$ cat config.mk
export PLATFORM = sky130hd
export DESIGN_NAME = traffic_phase_ctrl
export DESIGN_NICKNAME = d
export VERILOG_FILES = /design/src/rtl/traffic_phase_ctrl.sv
export SDC_FILE = /design/constraint.sdc
export NUM_CORES = 1
export LEC_CHECK = 0
export ABC_AREA = 1
export ABC_CLOCK_PERIOD_IN_PS = 1600
export CELL_PAD_IN_SITES_DETAIL_PLACEMENT = 1
export CELL_PAD_IN_SITES_GLOBAL_PLACEMENT = 1
export CORE_MARGIN = 2
export CORE_UTILIZATION = 35
export CTS_BUF_LIST = sky130_fd_sc_hd__clkbuf_8
export DETAILED_ROUTE_END_ITERATION = 12
export DONT_BUFFER_PORTS = 1
export PLACE_DENSITY = 0.62
export SYNTH_ARGS = -nofsm -noshare
export SYNTH_HDL_FRONTEND = slang
export SYNTH_SLANG_ARGS = --single-unit
$ cat constraint.sdc
create_clock -name clk -period 1.6 [get_ports clk]
set_input_delay 0.16 -clock clk [delete_from_list [all_inputs] [get_ports clk]]
set_output_delay 0.16 -clock clk [all_outputs]
set_load 0.02 [all_outputs]
$ cat src/rtl/traffic_phase_ctrl.sv
// rtl/traffic_phase_ctrl.sv - two-road traffic phase controller with optional pedestrian request
//
// Purpose: cycles MAIN_G > MAIN_Y > CLR1 > SIDE_G > SIDE_Y > CLR2, one phase
// second per sec_tick. Main green is held while no side car and no pending
// pedestrian request.
// Optional feature macro: PED_REQ_EN (pending flag, ped_ack, ped_walk, PED_SHORT cap).
// Parameters: GREEN_MAIN, GREEN_SIDE, YELLOW, ALL_RED, PED_SHORT, each 1..63 seconds.
// Ports:
//   clk         - system clock, rising edge
//   reset       - asynchronous, active-low reset
//   sec_tick    - one-clk pulse per second
//   sensor_side - side-road car present (level)
//   ped_req     - pedestrian button pulse
//   main_light  - {R,Y,G} one-hot, registered
//   side_light  - {R,Y,G} one-hot, registered
//   ped_walk    - walk signal for crossing the main road
//   ped_ack     - one-clk pulse when a request is latched
//   remaining   - seconds left in the current phase (never 0)
module traffic_phase_ctrl #(
  parameter int GREEN_MAIN = 20,
  parameter int GREEN_SIDE = 10,
  parameter int YELLOW     = 3,
  parameter int ALL_RED    = 1,
  parameter int PED_SHORT  = 5
) (
  input  logic       clk,
  input  logic       reset,
  input  logic       sec_tick,
  input  logic       sensor_side,
  input  logic       ped_req,
  output logic [2:0] main_light,
  output logic [2:0] side_light,
  output logic       ped_walk,
  output logic       ped_ack,
  output logic [5:0] remaining
);

  typedef enum logic [2:0] {MAIN_G, MAIN_Y, CLR1, SIDE_G, SIDE_Y, CLR2} state_t;

  localparam logic [5:0] D_GM = 6'(GREEN_MAIN);
  localparam logic [5:0] D_GS = 6'(GREEN_SIDE);
  localparam logic [5:0] D_Y  = 6'(YELLOW);
  localparam logic [5:0] D_AR = 6'(ALL_RED);
  localparam logic [5:0] D_PS = 6'(PED_SHORT);

  localparam logic [2:0] L_R = 3'b100;
  localparam logic [2:0] L_Y = 3'b010;
  localparam logic [2:0] L_G = 3'b001;

  state_t     state, state_nxt;
  logic [5:0] rem_nxt;
  logic [2:0] main_nxt, side_nxt;
  logic       pending;
  logic       req_new;
  logic       pend_eff;

  function automatic logic [5:0] dur(input state_t s);
    case (s)
      MAIN_G:  dur = D_GM;
      MAIN_Y:  dur = D_Y;
      SIDE_G:  dur = D_GS;
      SIDE_Y:  dur = D_Y;
      default: dur = D_AR;
    endcase
  endfunction

`ifdef PED_REQ_EN
  logic pend_nxt, ack_nxt, walk_nxt, enter_side;

  assign req_new = ped_req && !pending;
`else
  logic unused_ped_req;

  assign unused_ped_req = ped_req;
  assign pending        = 1'b0;
  assign req_new        = 1'b0;
  assign ped_walk       = 1'b0;
  assign ped_ack        = 1'b0;
`endif

  // A request accepted this cycle already counts, so the green cap applies
  // on the same edge the request is acknowledged.
  assign pend_eff = pending || req_new;

  // State register; lights are registered from the next state so they change
  // on the same edge as the transition.
  always_ff @(posedge clk or negedge reset) begin
    if (!reset) begin
      state      <= CLR2;
      remaining  <= D_AR;
      main_light <= L_R;
      side_light <= L_R;
    end else begin
      state      <= state_nxt;
      remaining  <= rem_nxt;
      main_light <= main_nxt;
      side_light <= side_nxt;
    end
  end

  // Next-state and phase timer.
  always_comb begin
    state_nxt = state;
    rem_nxt   = remaining;
    if (sec_tick && remaining == 6'd1) begin
      case (state)
        MAIN_G:  state_nxt = (sensor_side || pend_eff) ? MAIN_Y : MAIN_G;
        MAIN_Y:  state_nxt = CLR1;
        CLR1:    state_nxt = SIDE_G;
        SIDE_G:  state_nxt = SIDE_Y;
        SIDE_Y:  state_nxt = CLR2;
        default: state_nxt = MAIN_G;
      endcase
      rem_nxt = dur(state_nxt);
    end else if (state == MAIN_G && pend_eff && remaining > D_PS) begin
      rem_nxt = D_PS;
    end else if (sec_tick) begin
      rem_nxt = remaining - 6'd1;
    end
  end

  // Light decode of the next state.
  always_comb begin
    main_nxt = L_R;
    side_nxt = L_R;
    case (state_nxt)
      MAIN_G:  main_nxt = L_G;
      MAIN_Y:  main_nxt = L_Y;
      SIDE_G:  side_nxt = L_G;
      SIDE_Y:  side_nxt = L_Y;
      default: ;
    endcase
  end

`ifdef PED_REQ_EN
  assign enter_side = (state != SIDE_G) && (state_nxt == SIDE_G);

  // SIDE_G entry serves the request pending before the edge; a press on that
  // same edge opens a fresh request for the next cycle round.
  always_comb begin
    pend_nxt = pending;
    ack_nxt  = 1'b0;
    walk_nxt = ped_walk;
    if (enter_side) begin
      walk_nxt = pending;
      pend_nxt = ped_req;
      ack_nxt  = ped_req;
    end else begin
      if (req_new) begin
        pend_nxt = 1'b1;
        ack_nxt  = 1'b1;
      end
      if (state_nxt != SIDE_G) walk_nxt = 1'b0;
    end
  end

  always_ff @(posedge clk or negedge reset) begin
    if (!reset) begin
      pending  <= 1'b0;
      ped_ack  <= 1'b0;
      ped_walk <= 1'b0;
    end else begin
      pending  <= pend_nxt;
      ped_ack  <= ack_nxt;
      ped_walk <= walk_nxt;
    end
  end
`endif

endmodule

==> impl_metrics.env, run 1 <==
export IMPL_status="completed"
export IMPL_initial_utilization_pct=36.5
export IMPL_dieArea_um2=3270
export IMPL_grt_ovfl_total=0
export IMPL_dp_hpwl_um=1760
export IMPL_power_switching_mw=1.11
export IMPL_numPortBuffers=0
export IMPL_cts_tree="done"
export IMPL_reg2regPathDepth=10
export IMPL_p_leak_nw=0.586
export IMPL_die_x_um=57.2
export IMPL_cellPowerDensity_nw_per_um2=1900
export IMPL_syn_area_per_cell_um2=7.73
export IMPL_seq_power_share_pct=35.8
export IMPL_final_nets=150
export IMPL_path_clk_slew_ns=0.06
export IMPL_final_cells=173
export IMPL_yosysSeqAreaShare_pct=38.6
export IMPL_synth_warnings=0
export IMPL_area_growth_pct=20.2
export IMPL_drv_slew=0
export IMPL_clk_latency_ns=0.25
export IMPL_routed_via_density=5.01
export IMPL_ios=19
export IMPL_setup_viol=0
export IMPL_netlist_area_um2=990
export IMPL_grt_antenna_before_repair=0
export IMPL_core_area_um2=2710
export IMPL_drt_initial_drc_count=11
export IMPL_rsz0062_at_grt="true"
export IMPL_rows=19
export IMPL_gp_congestion=0.756
export IMPL_clock_sinks=15
export IMPL_endpoint_kind="flop"
export IMPL_drt_wl_total_um=2570
export IMPL_drc=0
export IMPL_layout_common_cells="nand2_1, inv_1, nand2_2, nor2_1, dfrtp_1"
export IMPL_cts_root_buf="clkbuf_8"
export IMPL_rr_startpoint="remaining[0]$_DFFE_PN1P_"
export IMPL_antenna_left=0
export IMPL_setup_slack_ns=0.0404
export IMPL_r2r_end="remaining[0]$_DFFE_PN1P_"
export IMPL_synthCells=128
export IMPL_swShare_pct=49.2
export IMPL_num_vias=867
export IMPL_p_clk_share_pct=14.1
export IMPL_crit_end="remaining[0]$_DFFE_PN1P_"
export IMPL_cp_common_cell="nand2_1"
export IMPL_grt_pass1_wl_um=4230
export IMPL_placed_cells=162
export IMPL_max_stage_delay_ns=0.56
export IMPL_r2r_slack_ns=0.04
export IMPL_p_comb_share_pct=50.0
export IMPL_cp_startpoint="remaining[0]$_DFFE_PN1P_"
export IMPL_hold_viol_final=0
export IMPL_holdWs_ns=0.0225
export IMPL_worstMarginPinSlew_ns=0.737
export IMPL_hp_class="input pin to flop"
export IMPL_antennaDiodeCount=0
export IMPL_slew_headroom_pct=50.7
export IMPL_cts_inserted_buffers=3
export IMPL_grt_total_usage_pct=17.4
export IMPL_fmax_mhz=641
export IMPL_grt_pass1_vias=906
export IMPL_first_pass_iters=4
export IMPL_synth_cell_types=25
export IMPL_placedInstanceArea_um2=1040
export IMPL_finalSetupTns_ns=0
export IMPL_period_share_pct=97.5
export IMPL_path_cells="ha_4 > inv_2 > nor2_4 > nand2_2 > nor2_4 > buf_4 > nand2_1 > nand3_2 > nand2_1 > nand2_1"
export IMPL_ys_ff_latch=15
export IMPL_worstSetupPathType="flop to flop"
export IMPL_required_ns=1.80
export IMPL_hold_path_cell_count=2
export IMPL_fin_util_pct=43.9
export IMPL_layout_min_cycle_time_ns=1.56
export IMPL_drive_gt1_share_pct=33.8
export IMPL_h_tree_depth=1
export IMPL_arrival_ns=1.76
export IMPL_clock_path_buffers=2
export IMPL_peakVddDrop_v=0.000924
export IMPL_place_ws_ns=-0.0451
export IMPL_grt_max_degree=16
export IMPL_wl_per_cell_um=14.8
export IMPL_slowest_stage="dfstp_2"
export IMPL_layout_commonest_cell="nand2_1"
export IMPL_design_area_um2=1190
export IMPL_p_int_mw=1.15
export IMPL_fin_worst_skew_ns=0.00131
export IMPL_drv_cap=0
export IMPL_worstSetupStartpointType="flop"
export IMPL_worstPathMaxFanout=5
export IMPL_p_total_mw=2.26
export IMPL_die_h_um=57.2
==> flip-flops by register name (all words and copies together) (netlist names) <==
register	count
side_light	3
main_light	3
state	3
remaining	6
==> Yosys cell counts <==
cell type,number,area [um^2]
a21oi_1,4,20.0
a31oi_1,1,6.26
buf_4,2,15.0
buf_6,2,22.5
conb_1,1,3.75
dfrtp_1,10,250
dfstp_2,5,131
ha_1,2,25.0
inv_1,13,48.8
inv_2,2,7.51
inv_6,1,8.76
nand2_1,41,154
nand2_2,8,50.1
nand2_4,2,22.5
nand3_1,10,50.1
nand3_2,1,10.0
nand3_4,1,17.5
nand4_1,2,12.5
nor2_1,10,37.5
nor2_2,3,18.8
nor2_4,2,22.5
nor2_8,1,20.0
o21ai_1,2,10.0
o21ai_4,1,16.3
xor2_1,1,8.76
==> power groups by stage <==
stage | registers [mW] | logic (mW) | clock network, mW
floorplan | 0.867 | 0.671 | 0
global placement | 0.803 | 0.980 | 0
detailed placement | 0.802 | 1.01 | 0
CTS | 0.804 | 1.06 | 0.329
global route | 0.832 | 1.26 | 0.347
finish | 0.810 | 1.13 | 0.320
==> worst min-delay path by stage <==
stage	startpoint	end	slack, ns
2_1_floorplan	reset	main_light[0]$_DFF_PN0_	-0.14
3_3_place_gp	reset	main_light[0]$_DFF_PN0_	-0.14
3_5_place_dp	reset	main_light[0]$_DFF_PN0_	-0.14
4_1_cts	sec_tick	remaining[1]$_DFFE_PN0P_	0.02
5_1_grt	sec_tick	remaining[4]$_DFFE_PN0P_	0.03
6_report	sec_tick	remaining[1]$_DFFE_PN0P_	0.02
==> kinds of logic (layout without fill, tap and decap cells) <==
| group | count (synthesis) | after routing | synth area share (%) |
|---|---|---|---|
| compound gates | 8 | 8 | 5.31 |
| simple gates | 81 | 82 | 42.0 |
| other cells | 1 | 2 | 0.379 |
| buf+inv | 20 | 32 | 10.4 |
| fa+ha+maj | 2 | 2 | 2.53 |
| xor+xnor | 1 | 1 | 0.885 |
| flops | 15 | 15 | 38.6 |
==> timing repair <==
item,4_1_cts,5_1_grt
resized for setup,1,9
hold buffers,2,0
buffers inserted,2,2
setup endpoints to repair,5,10
cloned,1,0
pin swaps,1,9
hold endpoints to repair,16,0
==> area by class of cell <==
class	instances	area (um^2)
tap	31	38.8
fill	347	1520
clock inverter	1	5.00
multi-input combinational	95	559
timing repair buffer	12	98.8
clock buffer	3	41.3
sequential	15	382
inverter	16	65.1
==> critical path: cells and delay by family (launching register included) <==
| family | cells | cell delay [ns] |
|---|---|---|
| fa+ha+maj | 1 | 0.14 |
| buf+inv | 2 | 0.17 |
| flops | 1 | 0.56 |
| simple gates | 7 | 0.63 |
==> routing by layer <==
metal / part of all wire, % / global-route usage [%] / vias to the layer above
met2: 48 / 27.6 / 13
met4: 2.1 / 7.97 / 0
met1: 47 / 22.8 / 431
met5: 0 / 0 / -
met3: 2.8 / 3.85 / 5
li1: - / - / 418
(Power assumes the default switching activity.)
==> run 2, diff against run 1 <==
--- a/config.mk
+++ b/config.mk
@@ -6,15 +6,15 @@
 export NUM_CORES = 1
 export LEC_CHECK = 0
 export ABC_AREA = 1
-export ABC_CLOCK_PERIOD_IN_PS = 1600
+export ABC_CLOCK_PERIOD_IN_PS = 1400
+export CAP_MARGIN = 30
 export CELL_PAD_IN_SITES_DETAIL_PLACEMENT = 1
 export CELL_PAD_IN_SITES_GLOBAL_PLACEMENT = 1
 export CORE_MARGIN = 2
 export CORE_UTILIZATION = 35
 export CTS_BUF_LIST = sky130_fd_sc_hd__clkbuf_8
 export DETAILED_ROUTE_END_ITERATION = 12
-export DONT_BUFFER_PORTS = 1
-export PLACE_DENSITY = 0.62
+export PLACE_DENSITY = 0.77
 export SYNTH_ARGS = -nofsm -noshare
 export SYNTH_HDL_FRONTEND = slang
 export SYNTH_SLANG_ARGS = --single-unit
==> constraint.sdc (replaced) <==
create_clock -name clk -period 1.4 [get_ports clk]
set_input_delay 0.14 -clock clk [delete_from_list [all_inputs] [get_ports clk]]
set_output_delay 0.14 -clock clk [all_outputs]
set_load 0.02 [all_outputs]
==> impl_metrics.env, run 2 (synthesized netlist as in run 1, its figures left out) <==
export IMPL_gr_usage_met3_pct=4.31
export IMPL_worstPathMaxFanout=7
export IMPL_rr_startpoint="remaining[0]$_DFFE_PN1P_"
export IMPL_worstSetupStartpointType="flop"
export IMPL_initial_utilization_pct=36.5
export IMPL_critPathBufInv=2
export IMPL_core_area_um2=2710
export IMPL_reg2regPathDepth=9
export IMPL_period_share_pct=114
export IMPL_largest_register_ffs=6
export IMPL_setup_slack_ns=-0.194
export IMPL_first_pass_iters=2
export IMPL_p_leak_nw=0.672
export IMPL_drive_gt1_share_pct=35.6
export IMPL_required_ns=1.54
export IMPL_grt_max_degree=16
export IMPL_hold_viol_final=0
export IMPL_cellPowerDensity_nw_per_um2=2100
export IMPL_drv_slew=0
export IMPL_placed_cells=182
export IMPL_met2_usage_pct=34.3
export IMPL_hp_class="input pin to asynchronous set/reset pin"
export IMPL_layout_common_cells="nand2_1, nand2_2, buf_4, inv_1"
export IMPL_fin_util_pct=49.9
export IMPL_nFillCells=354
export IMPL_grt_pass1_wl_um=4650
export IMPL_final_cells=191
export IMPL_clock_sinks=15
export IMPL_path_clk_slew_ns=0.07
export IMPL_drt_wl_total_um=2720
export IMPL_status="finished with violations"
export IMPL_arrival_ns=1.74
export IMPL_final_nets=168
export IMPL_violations="negative setup slack"
export IMPL_cts_tree="done"
export IMPL_top_register="remaining"
export IMPL_finalSetupTns_ns=-2.10
export IMPL_ios=19
export IMPL_grt_total_usage_pct=18.7
export IMPL_max_stage_delay_ns=0.56
export IMPL_layout_commonest_cell="nand2_1"
export IMPL_peakVddDrop_v=0.00107
export IMPL_area_growth_pct=36.7
export IMPL_worstSetupPathType="flop to flop"
export IMPL_cts_root_buf="clkbuf_8"
export IMPL_path_cells="ha_4 > inv_2 > nor2_4 > buf_12 > nand3_2 > nand2_1 > o21ai_1 > nand2_1 > o21ai_1"
export IMPL_rows=19
export IMPL_endpoint_kind="flop"
export IMPL_holdWs_ns=0.191
export IMPL_grt_util_met1_pct=20.8
export IMPL_rsz0062_at_grt="true"
export IMPL_die_x_um=57.2
export IMPL_dp_hpwl_um=1930
export IMPL_grt_antenna_before_repair=0
export IMPL_h_tree_depth=1
export IMPL_p_total_mw=2.83
export IMPL_layout_min_cycle_time_ns=1.59
export IMPL_wl_per_cell_um=14.3
export IMPL_fin_worst_skew_ns=0.00478
export IMPL_cts_inserted_buffers=3
export IMPL_gp_congestion=0.771
export IMPL_clock_path_buffers=2
export IMPL_grt_ovfl_total=0
export IMPL_setup_viol=15
export IMPL_drv_cap=0
export IMPL_num_vias=934
export IMPL_r2r_end="remaining[3]$_DFFE_PN0P_"
export IMPL_gr_max_usage_layer="met2"
export IMPL_drc=0
export IMPL_drt_initial_drc_count=14
export IMPL_cpLargestDelayFamily="flip-flops"
export IMPL_antenna_left=0
export IMPL_slowest_stage="dfstp_2"
export IMPL_dieArea_um2=3270
export IMPL_die_h_um=57.2
export IMPL_antennaDiodeCount=0
export IMPL_clk_latency_ns=0.26
export IMPL_routed_via_density=4.89
export IMPL_numPortBuffers=15
export IMPL_grt_pass1_vias=1027
export IMPL_fmax_mhz=627
export IMPL_r2r_slack_ns=-0.19
run 2: cell count changes in the layout (fill, tap and decap cells not counted):
| cell | change |
|---|---|
| nand3_2 | -1 |
| buf_4 | +5 |
| nand3_4 | -1 |
| nand2_2 | +4 |
| nand3_1 | +2 |
| dlygate4sd2_1 | +7 |
| nand2_1 | -5 |
| buf_6 | -1 |
| dlygate4sd3_1 | -2 |
| nand2_4 | +1 |
| clkbuf_2 | +1 |
| clkdlybuf4s50_1 | +7 |
| buf_12 | +1 |
run 2: through the flow:
step	cell area, um^2	setup slack, ns
final	1350	-0.194
after global routing	1350	-0.281
after CTS	1350	-0.189
after detailed placement	1240	-0.212
after global placement	1240	-0.142
after floorplan	1010	-0.0991
run 2: repair_timing:
| item | in CTS | in global routing |
|---|---|---|
| setup endpoints to repair | 22 | 16 |
| resized for setup | 13 | 5 |
| pin swaps | 10 | 2 |
| hold buffers | 0 | 0 |
| cloned | 1 | 0 |
| setup buffers | 4 | 0 |
run 2: worst max-delay path by stage:
stage | cells after the start | startpoint | endpoint
floorplan | 9 | remaining[0]$_DFFE_PN1P_ | remaining[3]$_DFFE_PN0P_
global placement | 9 | sec_tick | side_light[2]$_DFF_PN1_
detailed placement | 10 | remaining[0]$_DFFE_PN1P_ | side_light[2]$_DFF_PN1_
CTS | 10 | remaining[0]$_DFFE_PN1P_ | side_light[2]$_DFF_PN1_
global route | 9 | remaining[0]$_DFFE_PN1P_ | side_light[2]$_DFF_PN1_
finish | 9 | remaining[0]$_DFFE_PN1P_ | remaining[3]$_DFFE_PN0P_
run 2: report_power, final:
group / internal, mW / leakage [nW] / switching, mW / total, mW
Sequential: 0.644 / 0.179 / 0.194 / 0.838
Clock: 0.198 / 0.0255 / 0.179 / 0.377
Combinational: 0.665 / 0.467 / 0.955 / 1.62
Total: 1.51 / 0.672 / 1.33 / 2.83
run 2: area by class of cell:
type                       instances  area, um^2  area share, %
timing repair buffer              30         262           19.3
clock buffer                       3        41.3           3.05
multi-input combinational         95         559           41.4
inverter                          16        65.1           4.81
clock inverter                     1        5.00          0.370
tap                               31        38.8           2.87
sequential                        15         382           28.2
run 2: metal layers:
layer	share of wire, %	vias up	wire [um]
li1	-	453	-
met1	40	458	1100
met2	55	16	1490
met3	2.7	7	73
met4	2.1	0	57
met5	0	-	0
